==> src/rtl/pwm_pkg.sv <==
// Shared types and helpers for the period-aligned PWM generator.
package pwm_pkg;

   typedef enum logic [1:0] {
      IDLE     = 2'd0,
      ARM      = 2'd1,
      RUN      = 2'd2,
      STOPPING = 2'd3
   } state_t;

   // Limit a requested duty to the period length n; a duty of n means always high.
   function automatic int unsigned clamp_duty(input int unsigned duty, input int unsigned n);
      return (duty > n) ? n : duty;
   endfunction

endpackage

==> src/rtl/pwm_compare_if.sv <==
// Duty-update handshake between a duty source and the PWM generator.
interface pwm_compare_if #(
   parameter int N = 8
);
   localparam int X = $clog2(N);

   logic [X:0] duty_in;
   logic       duty_valid;
   logic       duty_ready;

   modport master (output duty_in, output duty_valid, input duty_ready);
   modport slave  (input duty_in, input duty_valid, output duty_ready);

endinterface

==> src/rtl/pwm_compare_duty_shadow.sv <==
// Double-buffered duty: a one-deep pending slot fed by the handshake and an
// active value that only moves on the apply strobe (period boundary).
module duty_shadow
   import pwm_pkg::*;
#(
   parameter int N = 8
) (
   input  logic                 clk,
   input  logic                 reset,
   input  logic                 apply,
   input  logic [$clog2(N):0]   duty_in,
   input  logic                 duty_valid,
   output logic                 duty_ready,
   output logic [$clog2(N):0]   active
);

   localparam int DW = $clog2(N) + 1;

   logic [DW-1:0] pending;
   logic          full;
   logic          accept;

   // A full slot blocks new duties, so accept and apply never touch the
   // pending slot in the same cycle.
   assign duty_ready = !full;
   assign accept     = duty_valid && !full;

   // Pending/active pair; the clamp happens on the way into pending.
   always_ff @(posedge clk or posedge reset) begin
      if (reset) begin
         pending <= '0;
         full    <= 1'b0;
         active  <= '0;
      end else begin
         if (accept) begin
            pending <= DW'(clamp_duty(32'(duty_in), N));
            full    <= 1'b1;
         end else if (apply && full) begin
            active <= pending;
            full   <= 1'b0;
         end
      end
   end

endmodule

==> src/rtl/pwm_compare.sv <==
// PWM generator slaved to an upstream modulo-N counter. Duty changes and
// start/stop take effect only at period boundaries so no partial periods
// ever reach pwm_out.
module pwm_compare
   import pwm_pkg::*;
#(
   parameter int N = 8
) (
   input  logic                 clk,
   input  logic                 reset,
   input  logic [$clog2(N)-1:0] count_in,
   input  logic                 enable_in,
   input  logic                 start,
   input  logic                 stop,
   pwm_compare_if.slave         duty_bus,
   output logic                 pwm_out,
   output logic                 period_done,
   output logic                 busy
);

   localparam int X = $clog2(N);

   state_t     state, next_state;
   logic       boundary;
   logic       apply;
   logic       outputting;
   logic [X:0] active;

   // The upstream counter wraps to 0 on the edge that ends this cycle.
   assign boundary   = enable_in && (count_in == X'(N - 1));
   assign apply      = boundary && ((state == ARM) || (state == RUN));
   assign outputting = (state == RUN) || (state == STOPPING);
   assign busy       = (state != IDLE);

   duty_shadow #(.N(N)) u_shadow (
      .clk        (clk),
      .reset      (reset),
      .apply      (apply),
      .duty_in    (duty_bus.duty_in),
      .duty_valid (duty_bus.duty_valid),
      .duty_ready (duty_bus.duty_ready),
      .active     (active)
   );

   // State register.
   always_ff @(posedge clk or posedge reset) begin
      if (reset) state <= IDLE;
      else       state <= next_state;
   end

   // Next-state logic; stop beats start whenever both are seen.
   always_comb begin
      next_state = state;
      case (state)
         IDLE:     if (start && !stop) next_state = ARM;
         ARM:      if (stop)           next_state = IDLE;
                   else if (boundary)  next_state = RUN;
         RUN:      if (stop)           next_state = STOPPING;
         STOPPING: if (boundary)       next_state = IDLE;
         default:                      next_state = IDLE;
      endcase
   end

   // Registered compare and boundary pulse; a frozen count simply recomputes
   // the same compare result.
   always_ff @(posedge clk or posedge reset) begin
      if (reset) begin
         pwm_out     <= 1'b0;
         period_done <= 1'b0;
      end else begin
         pwm_out     <= outputting && ({1'b0, count_in} < active);
         period_done <= outputting && boundary;
      end
   end

endmodule

==> src/flat_wrapper.sv <==
// flat-port wrapper written by rule: the top's interface ports become plain ports
module pwm_compare_flat import pwm_pkg::*;
#(
   parameter int N = 8
)
  (clk, reset, count_in, enable_in, start, stop, pwm_out, period_done, busy, duty_bus_duty_in, duty_bus_duty_valid, duty_bus_duty_ready);
  pwm_compare_if #(.N(N)) duty_bus_i ();
  input  logic clk;
  input  logic reset;
  input  logic [$clog2(N)-1:0] count_in;
  input  logic enable_in;
  input  logic start;
  input  logic stop;
  output logic pwm_out;
  output logic period_done;
  output logic busy;
  input wire logic [$bits(duty_bus_i.duty_in)-1:0] duty_bus_duty_in;
  input wire logic [$bits(duty_bus_i.duty_valid)-1:0] duty_bus_duty_valid;
  output wire logic [$bits(duty_bus_i.duty_ready)-1:0] duty_bus_duty_ready;
  assign duty_bus_i.duty_in = duty_bus_duty_in;
  assign duty_bus_i.duty_valid = duty_bus_duty_valid;
  assign duty_bus_duty_ready = duty_bus_i.duty_ready;
  pwm_compare #(.N(N)) u_core (.clk(clk), .reset(reset), .count_in(count_in), .enable_in(enable_in), .start(start), .stop(stop), .duty_bus(duty_bus_i), .pwm_out(pwm_out), .period_done(period_done), .busy(busy));
endmodule
==> config.mk <==
export PLATFORM = sky130hd
export DESIGN_NAME = pwm_compare_flat
export DESIGN_NICKNAME = d
export VERILOG_FILES = /design/src/rtl/pwm_pkg.sv /design/src/rtl/pwm_compare_if.sv /design/src/rtl/pwm_compare_duty_shadow.sv /design/src/rtl/pwm_compare.sv /design/src/flat_wrapper.sv
export SDC_FILE = /design/constraint.sdc
export NUM_CORES = 1
export LEC_CHECK = 0
export ABC_AREA = 0
export BUFFER_PORTS_ARGS = -buffer_cell sky130_fd_sc_hd__clkbuf_2
export CAP_MARGIN = 20
export CORE_MARGIN = 2
export CORE_UTILIZATION = 45
export CTS_CLUSTER_SIZE = 24
export DETAILED_ROUTE_END_ITERATION = 10
export GPL_ROUTABILITY_DRIVEN = 0
export PLACE_DENSITY = 0.67
export SYNTH_ARGS = -nofsm -noshare
export SYNTH_HDL_FRONTEND = slang
export SYNTH_SLANG_ARGS = --single-unit
==> constraint.sdc <==
create_clock -name clk -period 1.9 [get_ports clk]
set_input_delay 0.38 -clock clk [delete_from_list [all_inputs] [get_ports clk]]
set_output_delay 0.38 -clock clk [all_outputs]
set_load 0.01 [all_outputs]
* Word-level counts from Yosys, hierarchy flattened
Index checks and enable logic that the tools add are counted.
Word-level totals: register bits 13
Operators by class: eq/ne operators 8, muxes and demuxes 9, reduce and logical (&&, ||, !) cells 16, magnitude comparators 2, bitwise gates (word level) 1
Operators by type and width (number):
- $mux 2 | 5
- $pmux 2 s4 | 1
- $logic_and 1x1->1 | 7
- $eq 2x2->1 const B | 2
- $gt 4x4->1 const B | 1
- $lt 3x4->1 | 1
- $mux 4 | 1
- $ne 2x1->1 const B | 2
- $reduce_and 4->1 | 1
- $reduce_bool 2->1 | 2
- $eq 3x3->1 const B | 1
- $ne 3x2->1 const B | 1
- $eq 2x1->1 const B | 1
- $logic_not 1->1 | 2
- $logic_not 2->1 | 1
- $logic_or 1x1->1 | 2
- $mux 1 | 2
- $ne 2x2->1 const B | 1
- $reduce_and 2->1 | 1
- $not 1->1 | 1

* Logic depth before layout (Yosys ltp)
word-level depth 6, mapped depth 6, mapped depth without buffers 6

* Hierarchy
A second synthesis with hierarchy kept.
Unflattened totals: cells, all modules 62, area, all modules 703.2 um2
Modules (own cells, without submodules):
- duty_shadow | cells each 25, area each 364.1 um2, sequential area each 225.2 um2, instances 1
- pwm_compare | cells each 37, area each 339.1 um2, sequential area each 100.1 um2, instances 1

* Worst setup path after synthesis
Ideal clock, no wire load.
kind register to register, start point reg u_core.state[0], end point reg u_core.u_shadow.active[0], setup slack 0.465 ns, data arrival time 1.310 ns, stages on the path, launching flop included 6, buffers on the path 1, library setup time 0.125 ns, cell sequence dfrtp_1 > inv_1 > ha_1 > and3_4 > buf_6 > mux2_4
Between the ends: cells in the longest elaborated chain, start to end 5, elaborated cells between the ends (all ways) 6, classes of those cells eq/ne (2); reduce/logical (4)
Ends and longest elaborated chain:
- start: declaration | RTL line pwm_compare.sv:23 | state_t state, next_state;
- start signal: assignment | RTL line pwm_compare.sv:48 | else state <= next_state;
- $eq 2x1->1 or $eq 2x2->1 (tied branches) | RTL line pwm_compare.sv:31 | assign apply = boundary && ((state == ARM) || (state == RUN));
- $logic_or 1x1->1 (*) | RTL line pwm_compare.sv:31
- $logic_and 1x1->1 (*) | RTL line pwm_compare.sv:31
- $logic_and 1x1->1 (*) | RTL line pwm_compare_duty_shadow.sv:38 | end else if (apply && full) begin
- $reduce_and 2->1 (no line) (*)
- end signal: assignment | RTL line pwm_compare_duty_shadow.sv:39 | active <= pending;
- end: declaration | RTL line pwm_compare_duty_shadow.sv:14 | output logic [$clog2(N):0] active
Every way passes the cells marked *; elsewhere a longest branch is shown, timed or not. A chain may end at the register's enable or synchronous reset.

* Final worst setup path
start point reg u_core.state[0], end point out busy
Between the ends: cells in the longest elaborated chain, start to end 1
Ends and longest elaborated chain:
- $reduce_bool 2->1 | RTL line pwm_compare.sv:33 | assign busy = (state != IDLE);
- end: declaration | RTL line flat_wrapper.sv:16 | output logic busy;
No other way between the ends.

==> flow_metrics.tcl <==
set metrics [dict create \
    status "completed" \
    synth_top_family_by_area "simple AND/OR/NAND/NOR gates" \
    cts_setup_buffers 0 \
    tightestPinTransition_ns 0.472 \
    synth_area_leaders "dfrtp_1 46%, ha_1 12%, mux2_4 8.5%" \
    multiInputGateArea_sq_um 339 \
    clk_path_buf_depth 2 \
    synth_compound_area_share_pct 11.2 \
    gr-total-overflow 0 \
    dp_cells 96 \
    synthesis.area_sq_um 706 \
    synthDistinctLibCells 19 \
    rsz0062_at_grt "false" \
    critical_path.max_stage_delay_ns 0.44 \
    synth_warnings 0 \
    synth-simple-area-share_pct 14.4 \
    ir_drop_uv 591 \
    cts_sinks 13 \
    grtUsageTotal_pct 14.0 \
    setup_viol 0 \
    tns_ns 0 \
    crit_type "flip-flop to output pin" \
    crit_chain "inv_1 -> ha_1 -> inv_1 -> clkbuf_2" \
    dieArea_sq_um 1900 \
    synth.area.mux_share_pct 10.1 \
    ant_nets 0 \
    layout_commonest_cell "clkbuf_2" \
    cts_buffers 3 \
    start_util_pct 47.4 \
    via_per_inst 4.86 \
    end_kind "output pin" \
    grt_pass1_wl_um 1880 \
    wl_per_cell_um 10.6 \
    cp_max_fo 6 \
    finalHoldViolCount 0 \
    drive_gt1_share_pct 33.3 \
    die_w_um 43.6 \
    period_needed_ns 1.62 \
    yosysSeqAreaShare_pct 46.1 \
    synth_top_cell_by_area "dfrtp_1" \
    hp-class "input port to async pin" \
    tritoncts "built" \
    synth_fp_nets 85 \
    clockRootBuffer "clkbuf_4" \
    antenna_found_initial 0 \
    finalMaxSlewViolations 0 \
    max_freq_mhz 618 \
    core-area_sq_um 1490 \
    syn_inst 65 \
    finClkSkew_ns 0.00468 \
    hpwl_um 882 \
    wl_met1_um 469 \
    cp_slowest_cell "dfrtp_1" \
    fill_cells 130 \
    syn_area_per_cell_sq_um 10.9 \
    post-route-util_pct 55.1 \
    cts_htree_levels 1 \
    drtIter0Drc 5 \
    grt_start_max_net_pins 14 \
    slew_headroom_pct 68.5 \
    startpoint_type "flip-flop" \
    period_share_pct 85.1 \
    num_vias 486 \
    drt-total-wl_um 1060 \
    power.leakage_uw 0.000433 \
    area_delta_synth_final_pct 16.3 \
    worstPathArrival_ns 1.24 \
    wl_met3_um 61 \
    n_antenna_cell 0 \
    regArea_sq_um 325 \
    fp-row-count 14 \
    maxCapViolCount 0 \
    fin_nets 105 \
    dieHeight_um 43.6 \
    power.total_uw 934 \
    portBuffers 16 \
    clkLatencyLatePin_ns 0.27 \
    top_layer "met4" \
    synth_seq_cells 13 \
    synth_top_area_share_pct 46.1 \
    cp_common_cell "inv_1" \
    cts.reportedPaths.clkPinSlew_ns 0.08 \
    synth_adder_area_share_pct 12.4 \
    cts.repair.resized 0 \
    holdBufCountCts 0 \
    grt_pass1_vias 453 \
    remaining_drc_errors 0 \
    synthXorXnorAreaFrac_pct 0 \
    stdcell_area_sq_um 821 \
    boundaryPins 17 \
    final_cell_mix "16 x clkbuf_2, 13 x dfrtp_1, 7 x inv_1, 7 x ha_1" \
    final_cells 100 \
    routed-wl-met2_um 514 \
    p_per_area_nw_per_um2 1140 \
    required_ns 1.52 \
    drt-pass1-iter-count 4 \
    dpl-instance-area_sq_um 795 \
]
final cells by class:
class | instances | area share [%]
Multi-Input combinational cell | 43 | 41.3
Tap cell | 16 | 2.44
Inverter | 8 | 3.66
Clock buffer | 4 | 3.20
Timing Repair Buffer | 16 | 9.76
Sequential cell | 13 | 39.6
worst paths after layout:
path / from / endpoint / slack [ns] / cells past startpoint
max: u_core.state[0] / busy / 0.28 / 4
min: reset / u_core.pwm_out / 0.09 / 2
max reg2reg: u_core.state[0] / u_core.u_shadow.active[2] / 0.42 / 4
min reg2reg: u_core.u_shadow.pending[1] / u_core.u_shadow.pending[1] / 0.48 / 2
max in group asynchronous: reset / u_core.u_shadow.pending[0] / 1.49 / 2
min in group clk: duty_bus_duty_in[2] / u_core.u_shadow.pending[2] / 0.33 / 3
worst max-delay path, delay by kind of cell (launching register included):
family | cells | cell delay (ns)
flops | 1 | 0.44
buf+inv | 3 | 0.29
fa+ha+maj | 1 | 0.24
power breakdown:
part / leakage (uW) / internal (uW) / switching, uW
registers: 0.000167 / 369 / 63.6
clock network: 0.0000150 / 81.3 / 86.9
logic: 0.000251 / 176 / 158
total: 0.000433 / 626 / 308
cell families after synthesis:
| group | Yosys count |
|---|---|
| and+or+nand+nor | 18 |
| adders and majority gates | 7 |
| AOI/OAI and AO/OA | 13 |
| buffers and inverters | 9 |
| muxes | 5 |
| DFF | 13 |
synthesized netlist by cell type:
cell type   n
and3_4      1
a31oi_1     3
mux2_2      1
a21oi_2     1
dfrtp_1    13
a21oi_1     3
nand2_1     4
o21ai_0     4
a21o_1      1
mux2_4      4
nand2b_1    5
o22a_1      1
inv_1       7
inv_2       1
ha_1        7
nand4_2     1
nor2b_1     2
nor2_1      5
buf_6       1
sequential cells by signal, indices dropped and copies added, names as in the netlist, named ones only:
name,count
u_core.period_done,1
u_core.pwm_out,1
u_core.state,1
u_core.u_shadow.active,4
u_core.u_shadow.full,1
u_core.u_shadow.pending,4
per-layer routing:
metal	global-route usage, %	up-vias
met4	9.09	0
met2	22.9	15
met5	0	-
met3	3.75	4
li1	-	255
met1	16.0	212
through the flow:
| step | setup WS, ns | hold slack (ns) |
|---|---|---|
| after floorplan | 0.465 | 0.257 |
| after global placement | 0.486 | 0.401 |
| after detailed placement | 0.441 | 0.408 |
| after CTS | 0.278 | 0.112 |
| after global routing | 0.168 | 0.128 |
| final | 0.283 | 0.0887 |
Note: power is estimated with default switching activity, not from simulation.
